==> src/rtl/nibble_serial_add_ctrl_pkg.sv <==
// Shared definitions for the nibble-serial adder: controller state encoding,
// slice width and the nibble-index width helper.
package nibble_pkg;

    typedef enum logic [1:0] {
        IDLE = 2'd0,
        RUN  = 2'd1,
        DONE = 2'd2
    } state_t;

    localparam int NIB_W = 4;

    // Width of the nibble index: enough bits to count NIB steps, never zero.
    function automatic int idx_w(input int nib);
        int w;
        w = $clog2(nib);
        return (w < 1) ? 1 : w;
    endfunction

endpackage

==> src/rtl/nibble_serial_add_ctrl_if.sv <==
// Operand/result handshake bundle for nibble_serial_add_ctrl.
// The sub line exists only when NIBBLE_SERIAL_SUB_EN is defined.
interface nibble_serial_add_ctrl_if #(
    parameter int WIDTH = 16
);
    logic             in_valid;
    logic             in_ready;
    logic [WIDTH-1:0] a;
    logic [WIDTH-1:0] b;
    logic             cin;
`ifdef NIBBLE_SERIAL_SUB_EN
    logic             sub;
`endif
    logic             out_valid;
    logic             out_ready;
    logic [WIDTH-1:0] sum;
    logic             cout;
    logic             busy;

    // Producer/consumer side
    modport master (
        output in_valid, a, b, cin,
`ifdef NIBBLE_SERIAL_SUB_EN
        output sub,
`endif
        output out_ready,
        input  in_ready, out_valid, sum, cout, busy
    );

    // Adder side
    modport slave (
        input  in_valid, a, b, cin,
`ifdef NIBBLE_SERIAL_SUB_EN
        input  sub,
`endif
        input  out_ready,
        output in_ready, out_valid, sum, cout, busy
    );
endinterface

==> src/rtl/nibble_serial_add_ctrl_slice.sv <==
// nibble_rca_slice: combinational 4-bit ripple-carry adder built from a
// chain of full-adder cells.
module nibble_rca_slice
    import nibble_pkg::*;
(
    input  logic [NIB_W-1:0] i_a,
    input  logic [NIB_W-1:0] i_b,
    input  logic             i_cin,
    output logic [NIB_W-1:0] o_sum,
    output logic             o_cout
);
    logic [NIB_W:0] w_c;

    assign w_c[0] = i_cin;

    for (genvar g = 0; g < NIB_W; g++) begin : g_fa
        assign o_sum[g]   = i_a[g] ^ i_b[g] ^ w_c[g];
        assign w_c[g+1]   = (i_a[g] & i_b[g]) | (w_c[g] & (i_a[g] ^ i_b[g]));
    end

    assign o_cout = w_c[NIB_W];
endmodule

==> src/rtl/nibble_serial_add_ctrl.sv <==
// nibble_serial_add_ctrl: WIDTH-bit add done one nibble per clock through a
// single 4-bit slice, LS nibble first, with valid/ready on both sides.
// Optional subtract mode under NIBBLE_SERIAL_SUB_EN (a - b, cout=1 = no borrow).
module nibble_serial_add_ctrl
    import nibble_pkg::*;
#(
    parameter int WIDTH = 16
) (
    input  logic                     clk,
    input  logic                     rst_n,
    nibble_serial_add_ctrl_if.slave  bus
);
    localparam int NIB   = WIDTH / 4;
    localparam int IDX_W = idx_w(NIB);

    if (WIDTH < 4 || (WIDTH % 4) != 0) begin : g_bad_width
        $error("nibble_serial_add_ctrl: WIDTH must be a multiple of 4 and >= 4");
    end

    state_t             r_state;
    state_t             w_next;
    logic [WIDTH-1:0]   r_a;
    logic [WIDTH-1:0]   r_b;
    logic [WIDTH-1:0]   r_sum;
    logic [IDX_W-1:0]   r_idx;
    logic               r_carry;
    logic               r_cout;
    logic               w_in_ready;
    logic               w_accept;
    logic               w_last;
    logic [NIB_W-1:0]   w_a_nib;
    logic [NIB_W-1:0]   w_b_nib;
    logic [NIB_W-1:0]   w_s_nib;
    logic               w_s_cout;
    logic               w_carry_init;

`ifdef NIBBLE_SERIAL_SUB_EN
    logic               r_sub;
    // Subtract is a + ~b + 1, so the b nibble is inverted and carry starts at 1
    assign w_b_nib      = r_sub ? ~r_b[4*r_idx +: 4] : r_b[4*r_idx +: 4];
    assign w_carry_init = bus.sub ? 1'b1 : bus.cin;
`else
    assign w_b_nib      = r_b[4*r_idx +: 4];
    assign w_carry_init = bus.cin;
`endif

    assign w_a_nib  = r_a[4*r_idx +: 4];
    assign w_last   = (r_idx == IDX_W'(NIB - 1));
    assign w_accept = bus.in_valid & w_in_ready;

    nibble_rca_slice u_slice (
        .i_a    (w_a_nib),
        .i_b    (w_b_nib),
        .i_cin  (r_carry),
        .o_sum  (w_s_nib),
        .o_cout (w_s_cout)
    );

    // State register
    always_ff @(posedge clk) begin
        if (!rst_n) r_state <= IDLE;
        else        r_state <= w_next;
    end

    // Next-state and state-decoded handshake outputs (no in_valid/out_ready to output path)
    always_comb begin
        w_next     = r_state;
        w_in_ready = 1'b0;
        case (r_state)
            IDLE: begin
                w_in_ready = 1'b1;
                if (bus.in_valid) w_next = RUN;
            end
            RUN: begin
                if (w_last) w_next = DONE;
            end
            DONE: begin
                if (bus.out_ready) w_next = IDLE;
            end
            default: w_next = IDLE;
        endcase
    end

    // Operand capture, per-nibble sum assembly and carry chaining
    always_ff @(posedge clk) begin
        if (!rst_n) begin
            r_a     <= '0;
            r_b     <= '0;
            r_sum   <= '0;
            r_idx   <= '0;
            r_carry <= 1'b0;
            r_cout  <= 1'b0;
`ifdef NIBBLE_SERIAL_SUB_EN
            r_sub   <= 1'b0;
`endif
        end else begin
            case (r_state)
                IDLE: begin
                    if (w_accept) begin
                        r_a     <= bus.a;
                        r_b     <= bus.b;
                        r_carry <= w_carry_init;
                        r_idx   <= '0;
                        r_sum   <= '0;
`ifdef NIBBLE_SERIAL_SUB_EN
                        r_sub   <= bus.sub;
`endif
                    end
                end
                RUN: begin
                    r_sum[4*r_idx +: 4] <= w_s_nib;
                    r_carry             <= w_s_cout;
                    if (w_last) begin
                        r_cout <= w_s_cout;
                        r_idx  <= '0;
                    end else begin
                        r_idx  <= r_idx + IDX_W'(1);
                    end
                end
                default: ;
            endcase
        end
    end

    assign bus.in_ready  = w_in_ready;
    assign bus.out_valid = (r_state == DONE);
    assign bus.busy      = (r_state != IDLE);
    assign bus.sum       = r_sum;
    assign bus.cout      = r_cout;
endmodule
==> src/flat_wrapper.sv <==
// flat-port wrapper written by rule: the top's interface ports become plain ports
module nibble_serial_add_ctrl_flat import nibble_pkg::*;
#(
    parameter int WIDTH = 16
)
  (clk, rst_n, bus_in_valid, bus_a, bus_b, bus_cin, bus_out_ready, bus_in_ready, bus_out_valid, bus_sum, bus_cout, bus_busy);
  nibble_serial_add_ctrl_if #(.WIDTH(WIDTH)) bus_i ();
  input  logic clk;
  input  logic rst_n;
  input wire logic [$bits(bus_i.in_valid)-1:0] bus_in_valid;
  input wire logic [$bits(bus_i.a)-1:0] bus_a;
  input wire logic [$bits(bus_i.b)-1:0] bus_b;
  input wire logic [$bits(bus_i.cin)-1:0] bus_cin;
  input wire logic [$bits(bus_i.out_ready)-1:0] bus_out_ready;
  output wire logic [$bits(bus_i.in_ready)-1:0] bus_in_ready;
  output wire logic [$bits(bus_i.out_valid)-1:0] bus_out_valid;
  output wire logic [$bits(bus_i.sum)-1:0] bus_sum;
  output wire logic [$bits(bus_i.cout)-1:0] bus_cout;
  output wire logic [$bits(bus_i.busy)-1:0] bus_busy;
  assign bus_i.in_valid = bus_in_valid;
  assign bus_i.a = bus_a;
  assign bus_i.b = bus_b;
  assign bus_i.cin = bus_cin;
  assign bus_i.out_ready = bus_out_ready;
  assign bus_in_ready = bus_i.in_ready;
  assign bus_out_valid = bus_i.out_valid;
  assign bus_sum = bus_i.sum;
  assign bus_cout = bus_i.cout;
  assign bus_busy = bus_i.busy;
  nibble_serial_add_ctrl #(.WIDTH(WIDTH)) u_core (.clk(clk), .rst_n(rst_n), .bus(bus_i));
endmodule
==> config.mk <==
export PLATFORM = sky130hd
export DESIGN_NAME = nibble_serial_add_ctrl_flat
export DESIGN_NICKNAME = d
export VERILOG_FILES = /design/src/rtl/nibble_serial_add_ctrl_pkg.sv /design/src/rtl/nibble_serial_add_ctrl_if.sv /design/src/rtl/nibble_serial_add_ctrl_slice.sv /design/src/rtl/nibble_serial_add_ctrl.sv /design/src/flat_wrapper.sv
export SDC_FILE = /design/constraint.sdc
export NUM_CORES = 1
export LEC_CHECK = 0
export CORE_MARGIN = 2
export CORE_UTILIZATION = 40
export DETAILED_ROUTE_END_ITERATION = 10
export PLACE_DENSITY = 0.7
export SYNTH_ARGS = -nofsm -noshare
export SYNTH_HDL_FRONTEND = slang
export SYNTH_SLANG_ARGS = --single-unit
==> constraint.sdc <==
create_clock -name clk -period 5.3 [get_ports clk]
set_clock_uncertainty 0.2 [all_clocks]
set_input_delay 0.53 -clock clk [delete_from_list [all_inputs] [get_ports clk]]
set_output_delay 0.53 -clock clk [all_outputs]
set_load 0.05 [all_outputs]
# [After elaboration in Yosys (flattened, before gate mapping)]
# Index checks and enable logic that the tools add are counted.
# Widths: inputs -> output; s select.
[op_classes] n_addsub=2 bitwise_logic=21 shift=4 eq_ne=7 muxes=13 reduce_logical=7
[op_table] cell="$neg 4->34" count=1
[op_table] cell="$shift 4x34->16 const A" count=1
[op_table] cell="$shiftx 4x34->16" count=1
[op_table] cell="$pmux 16 s2" count=1
[op_table] cell="$shiftx 16x5->4" count=2
[op_table] cell="$bwmux 16" count=1
[op_table] cell="$mux 16" count=1
[op_table] cell="$mux 2" count=5
[op_table] cell="$and 1x1->1" count=9
[op_table] cell="$xor 1x1->1" count=8
[op_table] cell="$pmux 2 s3" count=1
[op_table] cell="$reduce_and 2->1" count=3
[op_table] cell="$eq 2x2->1 const B" count=2
[op_table] cell="$ne 2x1->1 const B" count=2
[op_table] cell="$ne 2x2->1 const B" count=2
[op_table] cell="$or 1x1->1" count=4
[op_table] cell="$pmux 2 s2" count=1
[op_table] cell="$reduce_bool 2->1" count=2
[op_table] cell="$reduce_and 3->1" count=1
[op_table] cell="$add 2x1->2 const B" count=1
[op_table] cell="$eq 2x1->1 const B" count=1
[op_table] cell="$logic_not 2->1" count=1
[op_table] cell="$mux 1" count=2
[op_table] cell="$pmux 1 s2" count=1
[word_totals] output_inout_bits=20 ff_bits=54 input_bits=37

# [Depth between registers and ports, before layout]
# Gate-level depths: netlist of run 1.
[logic_depth] ltp_word=12 mapped_depth=12 ltp_nobuf=11

# [By module]
# Synthesis of run 1 repeated with hierarchy kept, for this count alone.
[hier_totals] cells_unflattened=270 hier_area_um2=2367.3
[by_module_without_submodules] mod="nibble_serial_add_ctrl" n_inst=1 seq_area_each_um2=1081.0 area_each_um2=2249.7 cells_each=256
[by_module_without_submodules] mod="nibble_rca_slice" n_inst=1 seq_area_each_um2=0.0 area_each_um2=117.6 cells_each=14

# [Worst setup path before layout of run 1]
# OpenSTA, ideal clock, no wires.
[synth_timing] kind="register to register" from="register u_core.r_idx[0]" to="register u_core.r_carry" t_required_ps=4978 setup_time_ps=122 arrival_ps=2639 n_path_buf=1 period_less_slack_ps=2960 path_stages_with_launch=12 slack_ps=2340 path_cell_list="dfxtp_1 > buf_4 > mux4_2 > inv_1 > fa_1 > inv_1 > fa_1 > inv_1 > fa_1 > inv_1 > fa_1 > o311a_1"
[synth_between] elab_chain_len=11 word_cells_on_any_way=19 classes_between="2 x shift; 1 x mux; 16 x bitwise"
[synth_rtl] element="start: declaration" line_no="nibble_serial_add_ctrl.sv:25" text="logic [IDX_W-1:0] r_idx;"
[synth_rtl] element="start signal: assignment" line_no="nibble_serial_add_ctrl.sv:117" text="r_idx <= r_idx + IDX_W'(1);"
[synth_rtl] element="$shiftx 16x5->4 (on tied branches)" line_no="nibble_serial_add_ctrl.sv:47, nibble_serial_add_ctrl.sv:43"
[synth_rtl] element="$xor 1x1->1" line_no="nibble_serial_add_ctrl_slice.sv:18" text="assign w_c[g+1] = (i_a[g] & i_b[g]) | (w_c[g] & (i_a[g] ^ i_b[g]));"
[synth_rtl] element="$and 1x1->1" line_no="nibble_serial_add_ctrl_slice.sv:18"
[synth_rtl] element="$or 1x1->1" line_no="nibble_serial_add_ctrl_slice.sv:18"
[synth_rtl] element="$and 1x1->1" line_no="nibble_serial_add_ctrl_slice.sv:18"
[synth_rtl] element="$or 1x1->1" line_no="nibble_serial_add_ctrl_slice.sv:18"
[synth_rtl] element="$and 1x1->1" line_no="nibble_serial_add_ctrl_slice.sv:18"
[synth_rtl] element="$or 1x1->1" line_no="nibble_serial_add_ctrl_slice.sv:18"
[synth_rtl] element="$and 1x1->1" line_no="nibble_serial_add_ctrl_slice.sv:18"
[synth_rtl] element="$or 1x1->1 *" line_no="nibble_serial_add_ctrl_slice.sv:18"
[synth_rtl] element="net u_core.u_slice.o_cout" line_no="nibble_serial_add_ctrl_slice.sv:10" text="output logic o_cout"
[synth_rtl] element="$pmux 1 s2 *" line_no="nibble_serial_add_ctrl.sv:97" text="case (r_state)"
[synth_rtl] element="end signal: assignment" line_no="nibble_serial_add_ctrl.sv:102" text="r_carry <= w_carry_init;"
[synth_rtl] element="end signal: assignment" line_no="nibble_serial_add_ctrl.sv:112" text="r_carry <= w_s_cout;"
[synth_rtl] element="end: declaration" line_no="nibble_serial_add_ctrl.sv:26" text="logic r_carry;"
# The timed path passes the listed nets; every way through them passes the cells marked *.
# A chain may end at the register's enable or synchronous reset.

# [Final worst setup path of run 1]
[layout_timing] from="register u_core.r_idx[0]" to="register u_core.r_sum[7] (netlist: u_core.bus.sum[7])"
[layout_between] elab_chain_len=12 word_cells_on_any_way=24 classes_between="1 x add/sub; 4 x shift; 2 x mux; 17 x bitwise"
[layout_rtl] element="$shiftx 16x5->4 (on tied branches)" line_no="nibble_serial_add_ctrl.sv:47, nibble_serial_add_ctrl.sv:43"
[layout_rtl] element="$xor 1x1->1" line_no="nibble_serial_add_ctrl_slice.sv:17, nibble_serial_add_ctrl_slice.sv:18"
[layout_rtl] element="$and 1x1->1" line_no="nibble_serial_add_ctrl_slice.sv:18"
[layout_rtl] element="$or 1x1->1" line_no="nibble_serial_add_ctrl_slice.sv:18"
[layout_rtl] element="$and 1x1->1" line_no="nibble_serial_add_ctrl_slice.sv:18"
[layout_rtl] element="$or 1x1->1" line_no="nibble_serial_add_ctrl_slice.sv:18"
[layout_rtl] element="$and 1x1->1" line_no="nibble_serial_add_ctrl_slice.sv:18"
[layout_rtl] element="$or 1x1->1" line_no="nibble_serial_add_ctrl_slice.sv:18"
[layout_rtl] element="$xor 1x1->1" line_no="nibble_serial_add_ctrl_slice.sv:17" text="assign o_sum[g] = i_a[g] ^ i_b[g] ^ w_c[g];"
[layout_rtl] element="$shiftx 4x34->16" line_no="nibble_serial_add_ctrl.sv:111" text="r_sum[4*r_idx +: 4] <= w_s_nib;"
[layout_rtl] element="$bwmux 16 *" line_no="nibble_serial_add_ctrl.sv:111"
[layout_rtl] element="$pmux 16 s2 *" line_no="nibble_serial_add_ctrl.sv:97"
[layout_rtl] element="end signal: indexed assignment" line_no="nibble_serial_add_ctrl.sv:111"
[layout_rtl] element="end: declaration" line_no="nibble_serial_add_ctrl.sv:24" text="logic [WIDTH-1:0] r_sum;"
# Every way passes the cells marked *; elsewhere a longest branch is shown, timed or not.

==> metrics, run 1 <==
Syn Inst Count 270; reg2reg end u_core.bus.sum[7]; detailed placement HPWL 3710 microns; min Tclk post-route 3.37 ns; CP Class flip-flop to flip-flop; CP Cell Sequence mux4_2 -> inv_1 -> fa_1 -> inv_1 -> fa_1 -> inv_1 -> fa_1 -> inv_1 -> fa_1 -> nand2_1 -> o22ai_1; area leader, netlist dfxtp_1; first-pass GRT wire length 8250 microns; largest net degree at the start of global routing 34; Compound-Gate Fraction of Synth Area about 17%; commonest cells in the netlist 87 x nand2_1, 54 x dfxtp_1, 21 x a21boi_0, 16 x o22ai_1, 14 x a21boi_1; DP Cell Count 385; Net Count, Synth 315; n_diodes 0; WP buf/inv 4; Port Buffer Count 56; asr flop ratio synth 0%; Final #Nets 362; worst slew pin tran 1.06 ns; outcome finished clean; worst r2r src u_core.r_idx[0]; Layout area overhead 26.4%; global router's overall resource usage 15.8%; Synth Warn # 0; # Post-CTS Setup Buffers 0; Top delay family on crit path adder cells; initial core utilization between 40% and 50%; top area cells in the synthesized netlist dfxtp_1 44%, nand2_1 13%, mux4_2 7.3%; Avg Cell Area, Syn between 9 and 10 sq um; Die ar. 6820 sq um; fin cells 393; post-route setup TNS 0 ns; Hold Crit Class flip-flop to flip-flop; clock buffer depth 2; First-pass DRT Iterations 4; Root Driver clkbuf_8; Post-Synth XOR/XNOR Area 0%; # clock sinks 54; Slowest cell on crit path dfxtp_1; I/O Pins 57; DR vias around 1,900; largest family of logic cells by synthesized area simple AND/OR/NAND/NOR gates; Slew Limit Fails 0; worst r2r path cells 11; count of cell types in the netlist 34; Final GP Congestion slightly above 0.8; Max stage delay on crit path 0.80 ns; Via-to-Cell Ratio 4.96; DR WL/cell 12.8 microns; Core Region slightly below 6000 sq um; final antenna-violating net count 0; Max-Slew Margin vs Limit 29.0%; synthesized flop and latch total 54; max cap viols 0; peak supply drop approximately 130 uV; Synth Area in Simple Gates around a fifth; CTS Hold Bufs 0; critical path endpoint category flip-flop; Leak 0.00113 uW; CTS buffer count 5; Clock Latency Late Sink approximately 0.3 ns; CTS H-tree depth 2; Setup crit end u_core.bus.sum[7]; WP data required 5.34 ns; final WL 5010 microns; register area share after synthesis 43.8%; vias in the first global route 1,823; antenna violations before repair 0; most common cell in the netlist nand2_1; critical path fanouts, max 14; crit path launch type flip-flop; CTS tree yes; period utilisation layout 63.5%; critical path depth 11; reg2reg setup slack 1.93 ns; crit path from u_core.r_idx[0]; Achievable Freq 0.297 GHz; Fin. Hold Viols 0; EDFF count, synth 0; clk slew on worst S/H paths 0.09 ns; adder-cell area share of the yosys netlist under 10%; CTS resizes 0; total power approximately 800 uW; remaining global-route overflow 0; Post-Syn Area 2470 sq um; Fill cells 596; Top FF cell, synth dfxtp_1; Die X-Extent between 80 and 90 microns; post-synthesis mux area share 7.29%; layout cell share with drive strength beyond 1 6.92%; top-area cell type share of the netlist area 43.8%; crit path DAT 3.40 ns; chip height slightly above 80 microns; drt drc 0; RSZ-0062 raised after global routing no; PD cells 256 nW/um^2; # rows 28; initial DRC count 68; final setup fails 0
-- cell type report --
class,count,area [sq um],area share [%]
multi-input cells,186,1240,39.7
clock inverters,1,5.00,0.160
clock buffers,7,86.3,2.76
inverters,13,48.8,1.56
flip-flops and latches,54,1080,34.6
well taps,75,93.8,3.00
repair buffers,57,568,18.2
-- tightest hold or removal path, delay by kind of cell (launching register included) --
kind               cells  cell delay (ns)
AOI/OAI and AO/OA      1             0.05
DFF                    1             0.32
and+or+nand+nor        1             0.05
-- layer usage --
layer  vias up  routed length, microns  track usage [%]
li1       1004                       -                -
met1       896                    2340             19.7
met2        43                    2420             26.9
met3         6                     200             3.80
met4         0                      55             4.92
met5         -                       0                0
-- cells in the final DEF, fill, tap and decap left out, types with 2 or more instances in the layout --
cell,instances
dfxtp_1,54
a21oi_1,4
nand2b_1,3
a22oi_1,2
clkbuf_8,6
nand2_1,87
a21boi_1,14
inv_1,12
fa_1,4
clkdlybuf4s50_1,56
o21ai_0,2
o22ai_1,16
ha_1,4
a21boi_0,21
mux4_2,8
nor2b_1,4
nand3b_1,2
-- through the flow --
stage                     worst slack (ns)  area, sq um  hold slack [ns]  utilization [%]
final                                 1.93         3120            0.255             52.4
after global routing                  1.71         3120            0.291             52.4
after CTS                             1.91         3120            0.259             52.4
after detailed placement              1.94         3030            0.246             50.9
after global placement                1.99         3030            0.243             50.9
after floorplan                       2.34         2470            0.232                -
-- power by group --
part,switching [uW],internal (uW)
Sequential,15.4,424
Clock,125,106
Combinational,64.2,64.4
Total,205,594
-- sequential cells by signal, summed over array words and instances (netlist names) --
name,count
u_core.bus.sum,16
u_core.r_a,16
u_core.r_b,16
u_core.r_idx,2
u_core.r_state,2
u_core.bus.cout,1
u_core.r_carry,1
-- how the worst min path moves through the flow --
stage	cells after the start	end	from	slack (ns)
after global placement	2	u_core.r_b[3]	u_core.r_b[3]	0.24
after detailed placement	2	u_core.r_a[13]	u_core.r_a[13]	0.25
after floorplan	2	u_core.r_a[11]	u_core.r_a[11]	0.23
after global routing	2	u_core.r_b[3]	u_core.r_b[3]	0.29
final	2	u_core.r_a[13]	u_core.r_a[13]	0.26
after CTS	2	u_core.r_a[13]	u_core.r_a[13]	0.26
-- logic make-up (layout without fill, tap and decap cells) --
family	after synthesis	in the layout
simple gates	109	109
compound gates	61	61
buf+inv	30	78
flops	54	54
fa+ha+maj	8	8
mux	8	8
(Power assumes the default switching activity.)
==> run 2, diff against run 1 <==
==> constraint.sdc (replaced) <==
create_clock -name clk -period 3.12 [get_ports clk]
set_clock_uncertainty 0.2 [all_clocks]
set_input_delay 0.312 -clock clk [delete_from_list [all_inputs] [get_ports clk]]
set_output_delay 0.312 -clock clk [all_outputs]
set_load 0.05 [all_outputs]
==> metrics, run 2 (synthesis gave the netlist of run 1 again) <==
worst slew pin tran 0.989 ns (-0.0748 ns); initial core utilization 41.5% (unchanged); Layout area overhead 27.5%; RSZ-0062 raised after global routing no; critical path depth 9 (-2); Max-Slew Margin vs Limit 34.1% (+5.1 points); hold depth 2 (unchanged); CTS Hold Bufs 0 (unchanged); max cap viols 0 (unchanged); commonest cells after routing, fill and taps aside 87 x nand2_1, 56 x clkdlybuf4s50_1, 54 x dfxtp_1; Top delay family on crit path adder cells; critical path endpoint category flip-flop; CTS tree yes; largest net degree at the start of global routing 34 (unchanged); Leak 0.00115 uW (+1.5%); chip height 82.6 microns (unchanged); HP Start u_core.r_b[3]; first-pass GRT wire length 8650 microns (+4.9%); crit path launch type flip-flop; Hold Crit Class flip-flop to flip-flop; vias in the first global route 1,884 (+3.3%); clock buffer depth 2 (unchanged); period utilisation layout 94.4% (+31 points); dpl ws 0.172 ns (-1.77 ns); worst r2r src u_core.r_idx[0]; layout cell share with drive strength beyond 1 8.07% (+1.2 points); CTS resizes 0 (unchanged); most common cell after layout, fill and taps aside nand2_1; Slowest cell on crit path mux4_2; CP Class flip-flop to flip-flop; clk slew on worst S/H paths 0.09 ns (about the same); Die ar. 6820 sq um (unchanged); Die X-Extent 82.6 microns (unchanged); Port Buffer Count 56 (unchanged); Via-to-Cell Ratio 4.98 (+0.36%); CTS H-tree depth 2 (unchanged); Top cell by count, worst path fa_1; crit path from u_core.r_idx[0]; Achievable Freq 0.339 GHz (+14%); I/O Pins 57 (unchanged); global router's overall resource usage 16.7% (+0.89 points); reg2reg setup slack 0.17 ns (-1.76 ns); Final #Nets 366 (+1.1%); WP data required 3.16 ns (-2.18 ns); DR WL/cell 13.2 microns (+3.8%); CTS buffer count 5 (unchanged); Root Driver clkbuf_8; Final GP Congestion 0.853 (+3.7%); worst r2r path cells 9 (-2); Slew Limit Fails 0 (unchanged); outcome finished clean; DR vias 1,976 (+1.4%); Fin. Hold Viols 0 (unchanged); detailed placement HPWL 3930 microns (+5.7%); final WL 5260 microns (+4.9%); final setup fails 0 (unchanged); Clock Latency Late Sink 0.31 ns (about the same); drt drc 0 (unchanged); Core Region 5960 sq um (unchanged); crit path DAT 2.99 ns (-0.41 ns); antenna violations before repair 0 (unchanged); # clock sinks 54 (unchanged); # rows 28 (unchanged); Max stage delay on crit path 0.55 ns (-0.25 ns); n_diodes 0 (unchanged); post-route setup TNS 0 ns (unchanged); First-pass DRT Iterations 4 (unchanged); PD cells 430 nW/um^2 (+68%); final antenna-violating net count 0 (unchanged); final hold slack 0.258 ns (+0.00294 ns); min Tclk post-route 2.95 ns (-0.420 ns); remaining global-route overflow 0 (unchanged); CP Cell Sequence buf_4 -> mux4_2 -> fa_1 -> inv_1 -> fa_1 -> inv_1 -> fa_1 -> nand2_1 -> o22ai_1; initial DRC count 104 (+53%); peak supply drop 193 uV (+49%); WP buf/inv 3 (-1); # Post-CTS Setup Buffers 0 (unchanged); Setup WS post-layout 0.174 ns (-1.76 ns); critical path fanouts, max 12 (-2)
## run 2: per-stage QoR
stage / power [uW] / instance area [sq um] / utilization (%) / instances
after detailed placement: 990 / 3060 / 51.4 / 389
after floorplan: 903 / 2470 / - / 270
after global placement: 984 / 3060 / 51.4 / 389
after global routing: 1420 / 3150 / 52.9 / 397
after CTS: 1370 / 3150 / 52.9 / 397
final: 1350 / 3150 / 52.9 / 397
## run 2: metal layers
metal / up-vias / track usage, % / part of all wire, %
met5: - / 0 / 0
met1: 908 / 19.8 / 44
li1: 1006 / - / -
met4: 0 / 7.05 / 2.8
met2: 49 / 28.8 / 49
met3: 13 / 3.91 / 4.4
## run 2: layout make-up
class | instances | area (sq um)
Tap cell | 75 | 93.8
Inverter | 13 | 48.8
Sequential cell | 54 | 1080
Fill cell | 592 | 2810
Timing Repair Buffer | 61 | 598
Clock buffer | 6 | 72.6
Multi-Input combinational cell | 186 | 1240
Clock inverter | 2 | 13.8
## run 2: worst paths after layout
check | end
min reg2reg | u_core.r_b[3]
min | u_core.r_b[3]
max | u_core.bus.sum[7]
max reg2reg | u_core.bus.sum[7]
## run 2: tightest hold or removal path, stage by stage, from the launching register on
cell and delay, ns:
dfxtp_1 0.32, nand2_1 0.05, a21boi_1 0.05
## run 2: power by group
group | switching, uW | internal [uW]
clock | 223 | 159
sequential | 21.9 | 720
combinational | 116 | 113
==> run 3, diff against run 2 <==
--- a/config.mk
+++ b/config.mk
@@ -8,7 +8,9 @@
 export CORE_MARGIN = 2
 export CORE_UTILIZATION = 40
 export DETAILED_ROUTE_END_ITERATION = 10
+export GPL_ROUTABILITY_DRIVEN = 0
 export PLACE_DENSITY = 0.7
+export SETUP_SLACK_MARGIN = 0.15
 export SYNTH_ARGS = -nofsm -noshare
 export SYNTH_HDL_FRONTEND = slang
 export SYNTH_SLANG_ARGS = --single-unit
==> metrics, run 3 (synthesis gave the netlist of run 1 again) <==
dpl cell area 3060 sq um (unchanged); Die X-Extent 82.6 microns (unchanged); Final #Nets 366 (unchanged); Via-to-Cell Ratio 4.97 (-0.10%); outcome finished clean; min Tclk post-route 2.82 ns (-0.126 ns); Hold Crit Class flip-flop to flip-flop; clock buffer depth 2 (unchanged); worst slew pin tran 0.992 ns (+0.00292 ns); final antenna-violating net count 0 (unchanged); final cell area excluding filler cells 3160 sq um (+0.32%); crit path DAT 2.82 ns (-0.17 ns); first-pass GRT wire length 8650 microns (unchanged); DR vias 1,974 (-0.10%); initial DRC count 104 (unchanged); Achievable Freq 0.355 GHz (+4.5%); peak supply drop 192 uV (-0.11%); period utilisation layout 90.4% (-4.0 points); clk slew on worst S/H paths 0.09 ns (about the same); WP data required 3.12 ns (-0.04 ns); Core Region 5960 sq um (unchanged); remaining global-route overflow 0 (unchanged); CTS tree yes; detailed placement HPWL 3930 microns (unchanged); drt drc 0 (unchanged); CTS H-tree depth 2 (unchanged); n_diodes 0 (unchanged); final WL 5250 microns (about the same); global router's overall resource usage 16.7% (unchanged); Layout area overhead 27.9%; post-route setup TNS 0 ns (unchanged); Fin. Hold Viols 0 (unchanged); Slew Limit Fails 0 (unchanged); # rows 28 (unchanged); DR WL/cell 13.2 microns (about the same); Leak 0.00115 uW (+0.18%); Root Driver clkbuf_8; critical path fanouts, max 12 (unchanged); RSZ-0062 raised after global routing no; I/O Pins 57 (unchanged); CTS buffer count 5 (unchanged); # clock sinks 54 (unchanged); CTS Hold Bufs 0 (unchanged); max cap viols 0 (unchanged); Die ar. 6820 sq um (unchanged); First-pass DRT Iterations 4 (unchanged); PD cells 429 nW/um^2 (-0.20%); crit path launch type flip-flop; commonest cells after routing, fill and taps aside 86 x nand2_1, 56 x clkdlybuf4s50_1, 53 x dfxtp_1; initial core utilization 41.5% (unchanged); final setup fails 0 (unchanged); largest net degree at the start of global routing 34 (unchanged); Port Buffer Count 56 (unchanged); chip height 82.6 microns (unchanged); most common cell after layout, fill and taps aside nand2_1; critical path endpoint category flip-flop; layout cell share with drive strength beyond 1 8.70% (+0.62 points); antenna violations before repair 0 (unchanged); reg2reg setup slack 0.30 ns (+0.13 ns); Max-Slew Margin vs Limit 33.9% (-0.20 points); vias in the first global route 1,884 (unchanged); Clock Latency Late Sink 0.31 ns (about the same); CP Class flip-flop to flip-flop
-- run 3: path summary, 6_finish.rpt --
check | endpoint | depth (start not counted) | startpoint
max | u_core.r_carry | 8 | u_core.r_idx[0]
min | u_core.r_b[3] | 2 | u_core.r_b[3]
max reg2reg | u_core.r_carry | 8 | u_core.r_idx[0]
min reg2reg | u_core.r_b[3] | 2 | u_core.r_b[3]
-- run 3: area by class of cell --
cell class                 instances  area [sq um]
clock buffer                       6          72.6
fill                             587          2800
clock inverter                     2          13.8
multi-input combinational        186          1240
timing repair buffer              61           602
tap                               75          93.8
sequential                        54          1080
inverter                          13          48.8
-- run 3: worst max-delay path, cell delays in order (launching register included) --
cell and delay, ns:
dfxtp_4 0.38, buf_6 0.18, mux4_2 0.54, fa_1 0.43, inv_1 0.08, fa_1 0.17
inv_1 0.06, fa_1 0.39, o311a_1 0.29
-- run 3: where the power goes --
group	total, uW	leakage (uW)	internal [uW]	switching [uW]
logic	230	0.000663	114	116
clock network	381	0.0000452	159	223
registers	742	0.000442	720	22.1
total	1350	0.00115	993	361
-- run 3: repair_timing --
| action | in CTS | in global routing |
|---|---|---|
| endpoints found under the setup margin | 0 | 5 |
| buffers inserted | 0 | 0 |
| resized for setup | 0 | 4 |
| hold endpoints to repair | 0 | 0 |
-- run 3: per-stage QoR --
stage / total power (uW) / setup WS, ns / util (%) / instances / hold slack (ns)
2_1_floorplan: 903 / 0.160 / - / 270 / 0.232
3_3_place_gp: 984 / 0.254 / 51.4 / 389 / 0.241
3_5_place_dp: 990 / 0.172 / 51.4 / 389 / 0.247
4_1_cts: 1370 / 0.150 / 52.9 / 397 / 0.262
5_1_grt: 1420 / 0.178 / 53.0 / 397 / 0.276
6_report: 1350 / 0.301 / 53.0 / 397 / 0.258
-- run 3: per-layer routing --
layer | wire length (microns) | GRT usage (%) | vias to the layer above
met4 | 145 | 7.05 | 0
li1 | - | - | 1007
met3 | 230 | 3.91 | 13
met2 | 2580 | 28.8 | 49
met1 | 2300 | 19.8 | 905
met5 | 0 | 0 | -
